===== src/rtl/mcpu_ctrl_fsm_pkg.sv =====
// rtl/mcpu_ctrl_fsm_pkg.sv - shared encodings for the MCPU multi-cycle control sequencer
// Purpose: state encodings, opcode/funct constants, ALU command codes, mux-select
// encodings and the control-word layout shared by the sequencer and the datapath.
package mcpu_ctrl_fsm_pkg;

    localparam logic [4:0] RA_REG = 5'd31;

    typedef enum logic [3:0] {
        S_FETCH     = 4'd0,
        S_DECODE    = 4'd1,
        S_MEM_ADDR  = 4'd2,
        S_MEM_READ  = 4'd3,
        S_MEM_WB    = 4'd4,
        S_MEM_WRITE = 4'd5,
        S_R_EXEC    = 4'd6,
        S_R_WB      = 4'd7,
        S_I_EXEC    = 4'd8,
        S_I_WB      = 4'd9,
        S_BRANCH    = 4'd10,
        S_JUMP      = 4'd11,
        S_JR        = 4'd12,
        S_JAL       = 4'd13
    } state_t;

    localparam logic [5:0] OP_RTYPE = 6'h00;
    localparam logic [5:0] OP_J     = 6'h02;
    localparam logic [5:0] OP_JAL   = 6'h03;
    localparam logic [5:0] OP_BEQ   = 6'h04;
    localparam logic [5:0] OP_BNE   = 6'h05;
    localparam logic [5:0] OP_ADDI  = 6'h08;
    localparam logic [5:0] OP_XORI  = 6'h0E;
    localparam logic [5:0] OP_LW    = 6'h23;
    localparam logic [5:0] OP_SW    = 6'h2B;

    localparam logic [5:0] FN_JR    = 6'h08;
    localparam logic [5:0] FN_ADD   = 6'h20;
    localparam logic [5:0] FN_SUB   = 6'h22;
    localparam logic [5:0] FN_SLT   = 6'h2A;

    localparam logic [2:0] ALU_ADD  = 3'd0;
    localparam logic [2:0] ALU_SUB  = 3'd1;
    localparam logic [2:0] ALU_XOR  = 3'd2;
    localparam logic [2:0] ALU_SLT  = 3'd3;

    localparam logic [1:0] DST_RD   = 2'd0;
    localparam logic [1:0] DST_RT   = 2'd1;
    localparam logic [1:0] DST_RA   = 2'd2;

    localparam logic [1:0] WD_ALUOUT = 2'd0;
    localparam logic [1:0] WD_MDR    = 2'd1;
    localparam logic [1:0] WD_PC     = 2'd2;

    localparam logic [1:0] SA_PC    = 2'd0;
    localparam logic [1:0] SA_A     = 2'd1;

    localparam logic [1:0] SB_IMMSH = 2'd0;
    localparam logic [1:0] SB_SEXT  = 2'd1;
    localparam logic [1:0] SB_B     = 2'd2;
    localparam logic [1:0] SB_FOUR  = 2'd3;

    localparam logic [1:0] PCS_ALU    = 2'd0;
    localparam logic [1:0] PCS_JADDR  = 2'd1;
    localparam logic [1:0] PCS_ALUOUT = 2'd2;
    localparam logic [1:0] PCS_A      = 2'd3;

    typedef struct packed {
        logic       pc_we;
        logic       ir_we;
        logic       mem_we;
        logic       mem_in;
        logic       reg_we;
        logic       a_we;
        logic       b_we;
        logic [1:0] reg_dst;
        logic [1:0] reg_in;
        logic [1:0] alu_src_a;
        logic [1:0] alu_src_b;
        logic [2:0] alu_op;
        logic [1:0] pc_src;
        logic       instr_done;
        logic       illegal;
    } ctrl_t;

    // Where DECODE goes for a given instruction; S_FETCH means unsupported.
    function automatic state_t decode_target(input logic [5:0] op, input logic [5:0] fn);
        case (op)
            OP_LW, OP_SW:     return S_MEM_ADDR;
            OP_RTYPE: begin
                case (fn)
                    FN_ADD, FN_SUB, FN_SLT: return S_R_EXEC;
                    FN_JR:                  return S_JR;
                    default:                return S_FETCH;
                endcase
            end
            OP_ADDI, OP_XORI: return S_I_EXEC;
            OP_BEQ, OP_BNE:   return S_BRANCH;
            OP_J:             return S_JUMP;
            OP_JAL:           return S_JAL;
            default:          return S_FETCH;
        endcase
    endfunction

endpackage


===== src/rtl/mcpu_ctrl_decode.sv =====
// rtl/mcpu_ctrl_decode.sv - combinational state/opcode/funct to control-word decode
// Purpose: Moore decode of the control word from the current state.
// Ports:
//   i_state  current sequencer state
//   i_opcode opcode (live IR in DECODE, latched copy afterwards)
//   i_funct  IR funct field
//   i_zero   ALU zero flag, only consulted in BRANCH
//   o_ctrl   ungated control word
module mcpu_ctrl_decode
    import mcpu_ctrl_fsm_pkg::*;
(
    input  logic [3:0] i_state,
    input  logic [5:0] i_opcode,
    input  logic [5:0] i_funct,
    input  logic       i_zero,
    output ctrl_t      o_ctrl
);

    always_comb begin
        o_ctrl = '0;
        case (i_state)
            S_FETCH: begin
                o_ctrl.ir_we     = 1'b1;
                o_ctrl.alu_src_a = SA_PC;
                o_ctrl.alu_src_b = SB_FOUR;
                o_ctrl.alu_op    = ALU_ADD;
                o_ctrl.pc_src    = PCS_ALU;
                o_ctrl.pc_we     = 1'b1;
            end
            S_DECODE: begin
                // ALUOut <= PC + (sext imm << 2): all-zero selects already encode this.
                o_ctrl.a_we    = 1'b1;
                o_ctrl.b_we    = 1'b1;
                o_ctrl.illegal = (decode_target(i_opcode, i_funct) == S_FETCH);
            end
            S_MEM_ADDR: begin
                o_ctrl.alu_src_a = SA_A;
                o_ctrl.alu_src_b = SB_SEXT;
                o_ctrl.alu_op    = ALU_ADD;
            end
            S_MEM_READ: begin
                o_ctrl.mem_in = 1'b1;
            end
            S_MEM_WB: begin
                o_ctrl.reg_dst    = DST_RT;
                o_ctrl.reg_in     = WD_MDR;
                o_ctrl.reg_we     = 1'b1;
                o_ctrl.instr_done = 1'b1;
            end
            S_MEM_WRITE: begin
                o_ctrl.mem_in     = 1'b1;
                o_ctrl.mem_we     = 1'b1;
                o_ctrl.instr_done = 1'b1;
            end
            S_R_EXEC: begin
                o_ctrl.alu_src_a = SA_A;
                o_ctrl.alu_src_b = SB_B;
                case (i_funct)
                    FN_SUB:  o_ctrl.alu_op = ALU_SUB;
                    FN_SLT:  o_ctrl.alu_op = ALU_SLT;
                    default: o_ctrl.alu_op = ALU_ADD;
                endcase
            end
            S_R_WB: begin
                o_ctrl.reg_dst    = DST_RD;
                o_ctrl.reg_in     = WD_ALUOUT;
                o_ctrl.reg_we     = 1'b1;
                o_ctrl.instr_done = 1'b1;
            end
            S_I_EXEC: begin
                o_ctrl.alu_src_a = SA_A;
                o_ctrl.alu_src_b = SB_SEXT;
                o_ctrl.alu_op    = (i_opcode == OP_XORI) ? ALU_XOR : ALU_ADD;
            end
            S_I_WB: begin
                o_ctrl.reg_dst    = DST_RT;
                o_ctrl.reg_in     = WD_ALUOUT;
                o_ctrl.reg_we     = 1'b1;
                o_ctrl.instr_done = 1'b1;
            end
            S_BRANCH: begin
                // Target was computed into ALUOut during DECODE.
                o_ctrl.alu_src_a  = SA_A;
                o_ctrl.alu_src_b  = SB_B;
                o_ctrl.alu_op     = ALU_SUB;
                o_ctrl.pc_src     = PCS_ALUOUT;
                o_ctrl.pc_we      = ((i_opcode == OP_BEQ) &&  i_zero) ||
                                    ((i_opcode == OP_BNE) && !i_zero);
                o_ctrl.instr_done = 1'b1;
            end
            S_JUMP: begin
                o_ctrl.pc_src     = PCS_JADDR;
                o_ctrl.pc_we      = 1'b1;
                o_ctrl.instr_done = 1'b1;
            end
            S_JR: begin
                o_ctrl.pc_src     = PCS_A;
                o_ctrl.pc_we      = 1'b1;
                o_ctrl.instr_done = 1'b1;
            end
            S_JAL: begin
                // PC already holds PC+4 from FETCH, so it is the link value.
                o_ctrl.reg_dst    = DST_RA;
                o_ctrl.reg_in     = WD_PC;
                o_ctrl.reg_we     = 1'b1;
                o_ctrl.pc_src     = PCS_JADDR;
                o_ctrl.pc_we      = 1'b1;
                o_ctrl.instr_done = 1'b1;
            end
            default: o_ctrl = '0;
        endcase
    end

endmodule


===== src/rtl/mcpu_ctrl_fsm.sv =====
// rtl/mcpu_ctrl_fsm.sv - multi-cycle MCPU control sequencer top
// Purpose: state register, latched opcode, next-state logic and stall/reset gating.
// Ports:
//   clk, reset (sync active-low), stall
//   opcode, funct (IR fields), zero (ALU flag)
//   pc_we, ir_we, mem_we, reg_we, a_we, b_we  write enables
//   mem_in, reg_dst, reg_in, alu_src_a, alu_src_b, alu_op, pc_src  selects
//   instr_done, illegal  single-cycle pulses
module mcpu_ctrl_fsm
    import mcpu_ctrl_fsm_pkg::*;
(
    input  logic       clk,
    input  logic       reset,
    input  logic       stall,
    input  logic [5:0] opcode,
    input  logic [5:0] funct,
    input  logic       zero,
    output logic       pc_we,
    output logic       ir_we,
    output logic       mem_we,
    output logic       mem_in,
    output logic       reg_we,
    output logic       a_we,
    output logic       b_we,
    output logic [1:0] reg_dst,
    output logic [1:0] reg_in,
    output logic [1:0] alu_src_a,
    output logic [1:0] alu_src_b,
    output logic [2:0] alu_op,
    output logic [1:0] pc_src,
    output logic       instr_done,
    output logic       illegal
);

    state_t     r_state;
    state_t     w_next;
    logic [5:0] r_opcode;
    logic [5:0] w_dec_opcode;
    ctrl_t      w_dec;
    ctrl_t      w_out;

    always_ff @(posedge clk) begin
        if (!reset) begin
            r_state  <= S_FETCH;
            r_opcode <= '0;
        end else begin
            r_state <= w_next;
            if (r_state == S_DECODE && !stall)
                r_opcode <= opcode;
        end
    end

    always_comb begin
        w_next = S_FETCH;
        case (r_state)
            S_FETCH:    w_next = S_DECODE;
            S_DECODE:   w_next = decode_target(opcode, funct);
            S_MEM_ADDR: w_next = (r_opcode == OP_LW) ? S_MEM_READ : S_MEM_WRITE;
            S_MEM_READ: w_next = S_MEM_WB;
            S_R_EXEC:   w_next = S_R_WB;
            S_I_EXEC:   w_next = S_I_WB;
            default:    w_next = S_FETCH;
        endcase
        if (stall)
            w_next = r_state;
    end

    // The latched copy is not valid until DECODE has passed, so DECODE sees the live IR.
    assign w_dec_opcode = (r_state == S_DECODE) ? opcode : r_opcode;

    mcpu_ctrl_decode u_decode (
        .i_state  (r_state),
        .i_opcode (w_dec_opcode),
        .i_funct  (funct),
        .i_zero   (zero),
        .o_ctrl   (w_dec)
    );

    // Reset clears everything; stall only kills enables and pulses, selects stay put.
    always_comb begin
        w_out = w_dec;
        if (!reset) begin
            w_out = '0;
        end else if (stall) begin
            w_out.pc_we      = 1'b0;
            w_out.ir_we      = 1'b0;
            w_out.mem_we     = 1'b0;
            w_out.reg_we     = 1'b0;
            w_out.a_we       = 1'b0;
            w_out.b_we       = 1'b0;
            w_out.instr_done = 1'b0;
            w_out.illegal    = 1'b0;
        end
    end

    assign pc_we      = w_out.pc_we;
    assign ir_we      = w_out.ir_we;
    assign mem_we     = w_out.mem_we;
    assign mem_in     = w_out.mem_in;
    assign reg_we     = w_out.reg_we;
    assign a_we       = w_out.a_we;
    assign b_we       = w_out.b_we;
    assign reg_dst    = w_out.reg_dst;
    assign reg_in     = w_out.reg_in;
    assign alu_src_a  = w_out.alu_src_a;
    assign alu_src_b  = w_out.alu_src_b;
    assign alu_op     = w_out.alu_op;
    assign pc_src     = w_out.pc_src;
    assign instr_done = w_out.instr_done;
    assign illegal    = w_out.illegal;

endmodule

===== config.mk =====
export PLATFORM = sky130hd
export DESIGN_NAME = mcpu_ctrl_fsm
export DESIGN_NICKNAME = d
export VERILOG_FILES = /design/src/rtl/mcpu_ctrl_fsm_pkg.sv /design/src/rtl/mcpu_ctrl_decode.sv /design/src/rtl/mcpu_ctrl_fsm.sv
export SDC_FILE = /design/constraint.sdc
export NUM_CORES = 1
export LEC_CHECK = 0
export CORE_AREA = 4 4 60 62
export DETAILED_ROUTE_END_ITERATION = 10
export DIE_AREA = 0 0 64 66
export GPL_TIMING_DRIVEN = 0
export PLACE_DENSITY = 0.7
export SLEW_MARGIN = 30
export SYNTH_ARGS = -nofsm -noshare
export SYNTH_HDL_FRONTEND = slang
export SYNTH_SLANG_ARGS = --single-unit

===== constraint.sdc =====
create_clock -name clk -period 4.7 [get_ports clk]
set_input_delay 0.705 -clock clk [delete_from_list [all_inputs] [get_ports clk]]
set_output_delay 0.705 -clock clk [all_outputs]
set_load 0.01 [all_outputs]

**Word level (Yosys, flattened, before mapping)**

Cells that the tools add are included.

- Input bits: 16
- Flip-flop bits (word level): 10
- Logic and storage cells: 86
- Output and inout bits: 22

- Reduce and logical (&&, ||, !) cells: 22
- Multiplexer cells: 28
- Equal/unequal tests: 34

Operators with widths:

| operator | count |
|---|---|
| case mux 4 bit (6 select lines) | 3 |
| == test 6 bit, second input constant | 8 |
| == test 6 x 4 -> 1 bit, second input constant | 5 |
| case mux 6 bit (5 select lines) | 1 |
| == test 4 bit, second input constant | 6 |
| == test 6 x 2 -> 1 bit, second input constant | 4 |
| == test 6 x 3 -> 1 bit, second input constant | 4 |
| == test 4 x 3 -> 1 bit, second input constant | 4 |
| OR reduction 2 bit | 8 |
| two-way mux 3 bit | 5 |
| two-way mux 13 bit | 1 |
| logical NOT 6 bit | 2 |
| case mux 4 bit (3 select lines) | 1 |
| == test 4 x 2 -> 1 bit, second input constant | 2 |
| logical NOT 4 bit | 2 |
| two-way mux 2 bit | 4 |
| case mux 4 bit (2 select lines) | 1 |
| OR reduction 4 bit | 2 |
| OR reduction 8 bit | 1 |
| two-way mux 1 bit | 7 |
| two-way mux 6 bit | 1 |
| case mux 2 bit (3 select lines) | 1 |
| == test 4 x 1 -> 1 bit, second input constant | 1 |
| two-way mux 4 bit | 1 |
| 6 further kinds | 9 |

**Depth between registers and ports, before layout**

- Depth after elaboration: 10
- Gate-level depth with buffers: 7
- Gate-level depth less buffers: 5

**Hierarchy**

Synthesis repeated with hierarchy kept, for this count alone.

- Cell total of the unflattened synthesis: 180
- Area total of the unflattened synthesis: 1313.8 µm²

Modules (own cells, without submodules):

| module | cells each | instances | sequential area each (µm²) | area an instance (µm²) |
|---|---|---|---|---|
| mcpu_ctrl_fsm | 109 | 1 | 200.2 | 885.8 |
| mcpu_ctrl_decode | 71 | 1 | 0.0 | 427.9 |

**Worst setup path after synthesis**

No wires, ideal clock.

- Kind: input to output
- Start point: input opcode[0]
- End point: output pc_we
- Data required time: 3.995 ns
- Cell stages on the path: 6
- Path slack: 2.380 ns
- Buffers on the path: 1
- Arrival time: 1.615 ns
- Cell sequence: clkbuf_1 -> xor2_1 -> nand2_1 -> o21ai_1 -> nand4_1 -> a21oi_1

- Longest elaborated chain between the ends: 7
- Elaborated cells between the ends (all ways): 9
- Those cells by class: eq/ne: 2; mux: 4; reduce/logical: 3

Ends and longest elaborated chain:

| what | line | text |
|---|---|---|
| start, declared | mcpu_ctrl_fsm.sv:15 | `input logic [5:0] opcode,` |
| two-way mux 6 bit (*) | mcpu_ctrl_fsm.sv:69 | `assign w_dec_opcode = (r_state == S_DECODE) ? opcode : r_opcode;` |
| == test 6 x 3 -> 1 bit (on tied branches) | mcpu_ctrl_decode.sv:87, mcpu_ctrl_decode.sv:88 |  |
| logical AND 1 bit (on tied branches) | mcpu_ctrl_decode.sv:87, mcpu_ctrl_decode.sv:88 |  |
| logical OR 1 bit (*) | mcpu_ctrl_decode.sv:87 | `o_ctrl.pc_we = ((i_opcode == OP_BEQ) && i_zero) \|\|` |
| case mux 1 bit (2 select lines) (*) | mcpu_ctrl_decode.sv:21 | `case (i_state)` |
| two-way mux 3 bit (*) | mcpu_ctrl_fsm.sv:84 | `end else if (stall) begin` |
| two-way mux 3 bit (*) | mcpu_ctrl_fsm.sv:82 | `if (!reset) begin` |
| end, declared | mcpu_ctrl_fsm.sv:18 | `output logic pc_we,` |

Every way passes the cells marked *; elsewhere a longest branch is shown, timed or not.

**Worst setup path in the final report**

Ends and elaborated chain as after synthesis.

==> results.py <==
metrics = {
    "die": {
        "start_util_pct": 40.7,
        "rows": 20,
        "pin_count": 38,
        "fp.dieH_um": 66,
        "core_mm2": 0.00303,
        "die_w_um": 64,
        "dieArea_mm2": 0.00422,
    },
    "sta": {
        "finalSetupViolCount": 0,
        "finalHoldViolations": 0,
        "final-max-slew-violation-count": 0,
        "tightest_slew_ns": 0.521,
        "rsz0062_at_grt": "false",
        "skew_ns": 0.00846,
        "final.min_clock_period_ns": 3.49,
        "tns_ns": 0,
        "max_slew_margin_pct": 65.2,
        "max_freq_ghz": 0.286,
        "finalCritPeriodShare_pct": 74.3,
    },
    "hold_path": {
        "min_to": "r_opcode[5]",
        "hp-class": "reg -> reg",
        "hold_start": "r_opcode[5]",
        "hold_depth": 2,
    },
    "final_layout": {
        "fill_cells": 310,
        "num_antenna_cells": 0,
        "multi_input_comb_area_um2": 907,
        "final_util_pct": 54.7,
        "fin_nets": 240,
        "layout-drive-gt1-share_pct": 8.52,
        "area_delta_synth_final_pct": 34.6,
        "ff_latch_area_um2": 200,
    },
    "routing": {
        "firstDrtPassIters": 4,
        "finalWirelength_um": 3570,
        "viasPerCell": 5.50,
        "wl_per_cell_um": 13.4,
        "route.vias.total": 1469,
        "ant_nets": 0,
        "route.detailed.drc": 0,
        "drtIter0Drc": 87,
    },
    "setup_path": {
        "max_stage_delay_ns": 0.56,
        "crit_path_frequent_cell": "clkdlybuf4s50_1",
        "cpMaxStageDelayCell": "clkdlybuf4s50_1",
        "critPathMaxFanout": 10,
        "r2r_start": "r_state[0]",
        "path_buf_inv": 3,
        "crit_required_ns": 3.99,
        "cp.arrival_ns": 2.79,
        "path_cells": "clkdlybuf4s50_1 > clkbuf_1 > xor2_1 > nand2_1 > o21ai_1 > nand4_1 > a21oi_1 > clkdlybuf4s50_1",
        "worst_setup_path_end_kind": "output port",
        "rr_worst_depth": 4,
        "worstReg2RegEnd": "r_state[0]",
        "startpoint_type": "primary input",
        "reg2reg_slack_ns": 2.98,
        "worstSetupPathType": "in -> out",
        "crit_family": "buffers and inverters",
    },
    "power": {
        "p_leak_nw": 0.567,
        "p_int_w": 0.000172,
        "p_per_area_mw_per_mm2": 151,
        "power_frac_clock_pct": 31.4,
        "worst_ir_drop_vdd_mv": 0.149,
        "switchingPower_w": 0.0000778,
        "seqPwrFrac_pct": 36.5,
        "switching_share_pct": 31.1,
        "combPwrFrac_pct": 32.1,
    },
    "grt": {
        "grt_pass1_wl_um": 6060,
        "grt_max_degree": 11,
        "grt_pass1_vias": 1325,
        "grt_usage_pct": 17.4,
        "antenna_found_initial": 0,
        "gr-total-overflow": 0,
    },
    "job": {
        "drv_cap": 0,
    },
    "cts": {
        "post_cts_resized": 0,
        "clkLatencyLatePin_ns": 0.26,
        "postCtsSetupBuffers": 0,
        "cts.sinks": 10,
        "root_buffer": "clkbuf_4",
        "clock_path_buffers": 2,
        "cts_hold_buf": 0,
        "htreeDepth": 1,
        "cts_tree": "done",
        "numCtsBuffers": 3,
        "clk_pin_slew_ns": 0.07,
    },
    "yosys": {
        "ys_types": 51,
        "synth_top_cell_by_area": "dfxtp_1",
        "ys_top_cells_by_area": "dfxtp_1 (16%), nand2_1 (7.0%), nor2_1 (6.4%)",
        "syn-cell-area_mm2": 0.00123,
        "yosysTopAreaCellShare_pct": 16.3,
        "synthCells": 185,
        "ys_warn_count": 0,
        "ys.flop_type": "dfxtp_1",
        "synth-edff-count": 0,
        "syn_avg_cell_area_um2": 6.66,
        "synth_sequential_area_ratio_pct": 16.3,
        "synthArstFlopShare_pct": 0,
        "ys_ff_latch": 10,
    },
    "run_status": {
        "status": "finished clean",
    },
    "placement": {
        "routabilityCongestion": 0.893,
        "dp_hpwl_um": 2810,
        "io_buffers": 33,
    },
}
==> area by class of cell <==
cell class              instances  share of cell area, %
plain buffers                  21                   6.80
flip-flops and latches         10                   12.1
well taps                      44                   3.32
multi-input cells             151                   54.8
inverters                       4                  0.906
repair buffers                 33                   19.9
clock buffers                   4                   2.19
==> power by group through the flow <==
stage | logic [W] | clock network (W) | registers [W]
floorplan | 0.0000491 | 0 | 0.0000919
global placement | 0.0000802 | 0 | 0.0000929
detailed placement | 0.0000799 | 0 | 0.0000929
CTS | 0.0000803 | 0.0000797 | 0.0000910
global route | 0.0000889 | 0.0000869 | 0.0000917
finish | 0.0000802 | 0.0000785 | 0.0000912
==> worst min-delay path, delay by kind of cell (launching register included) <==
family	cells	cell delay, ns
flops	1	0.33
compound gates	2	0.13
==> routing by layer <==
layer  vias up  part of all wire, %  routed length (um)  track usage, %
met1       666                   47                1670            24.8
met2        53                   46                1630            27.1
li1        746                    -                   -               -
met3         4                  7.2                 259            3.23
met4         0                 0.48                  17            3.23
met5         -                    0                   0               0
==> logic make-up (layout without fill, tap and decap cells) <==
| kind of cell | count (synthesis) | after routing | share of synthesized area, % |
|---|---|---|---|
| simple gates | 88 | 88 | 39.0 |
| buf+inv | 25 | 62 | 10.4 |
| other cells | 1 | 2 | 0.305 |
| compound gates | 56 | 56 | 30.5 |
| flops | 10 | 10 | 16.3 |
| xor+xnor | 5 | 5 | 3.56 |
==> metrics by stage <==
stage / power, W / hold WS, ns / area (um^2) / setup slack [ns] / instances
3_5_place_dp: 0.000173 / 0.500 / 1620 / 1.22 / 263
6_report: 0.000250 / 0.513 / 1660 / 1.21 / 267
2_1_floorplan: 0.000141 / 0.474 / 1230 / 2.38 / 186
4_1_cts: 0.000251 / 0.511 / 1660 / 1.19 / 267
3_3_place_gp: 0.000173 / 0.499 / 1620 / 1.21 / 263
5_1_grt: 0.000267 / 0.547 / 1660 / 1.04 / 267
==> Yosys cell counts (4+ instances only) <==
cell and n:
inv_1 4, clkbuf_1 10, a21boi_1 6, a211oi_1 5
nand2_1 23, buf_4 4, a21oi_1 11, nand3_1 5
dfxtp_1 10, nor3_1 6, nand2b_1 5, nor2_1 21
o21ai_0 11, nor2b_1 5
==> sequential cells by signal (all words and copies together) (netlist names) <==
register and cells:
r_opcode 6, r_state 4
==> layout by cell type, fill, tap and decap left out, types with 4 or more instances in the layout <==
cell	instances
clkdlybuf4s50_1	33
nand2_1	23
nor2_1	21
a21oi_1	11
o21ai_0	11
clkbuf_1	10
dfxtp_1	10
nor3_1	6
a21boi_1	6
nor2b_1	5
nand2b_1	5
nand3_1	5
a211oi_1	5
inv_1	4
buf_4	4
==> how the worst max path moves through the flow <==
stage / start / to / slack [ns] / depth (start not counted)
after global routing: opcode[0] / pc_we / 1.04 / 8
after floorplan: opcode[0] / pc_we / 2.38 / 6
after global placement: opcode[0] / pc_we / 1.21 / 8
after CTS: opcode[0] / pc_we / 1.19 / 8
after detailed placement: opcode[0] / pc_we / 1.22 / 8
final: opcode[0] / pc_we / 1.21 / 8
(Power assumes the default switching activity.)
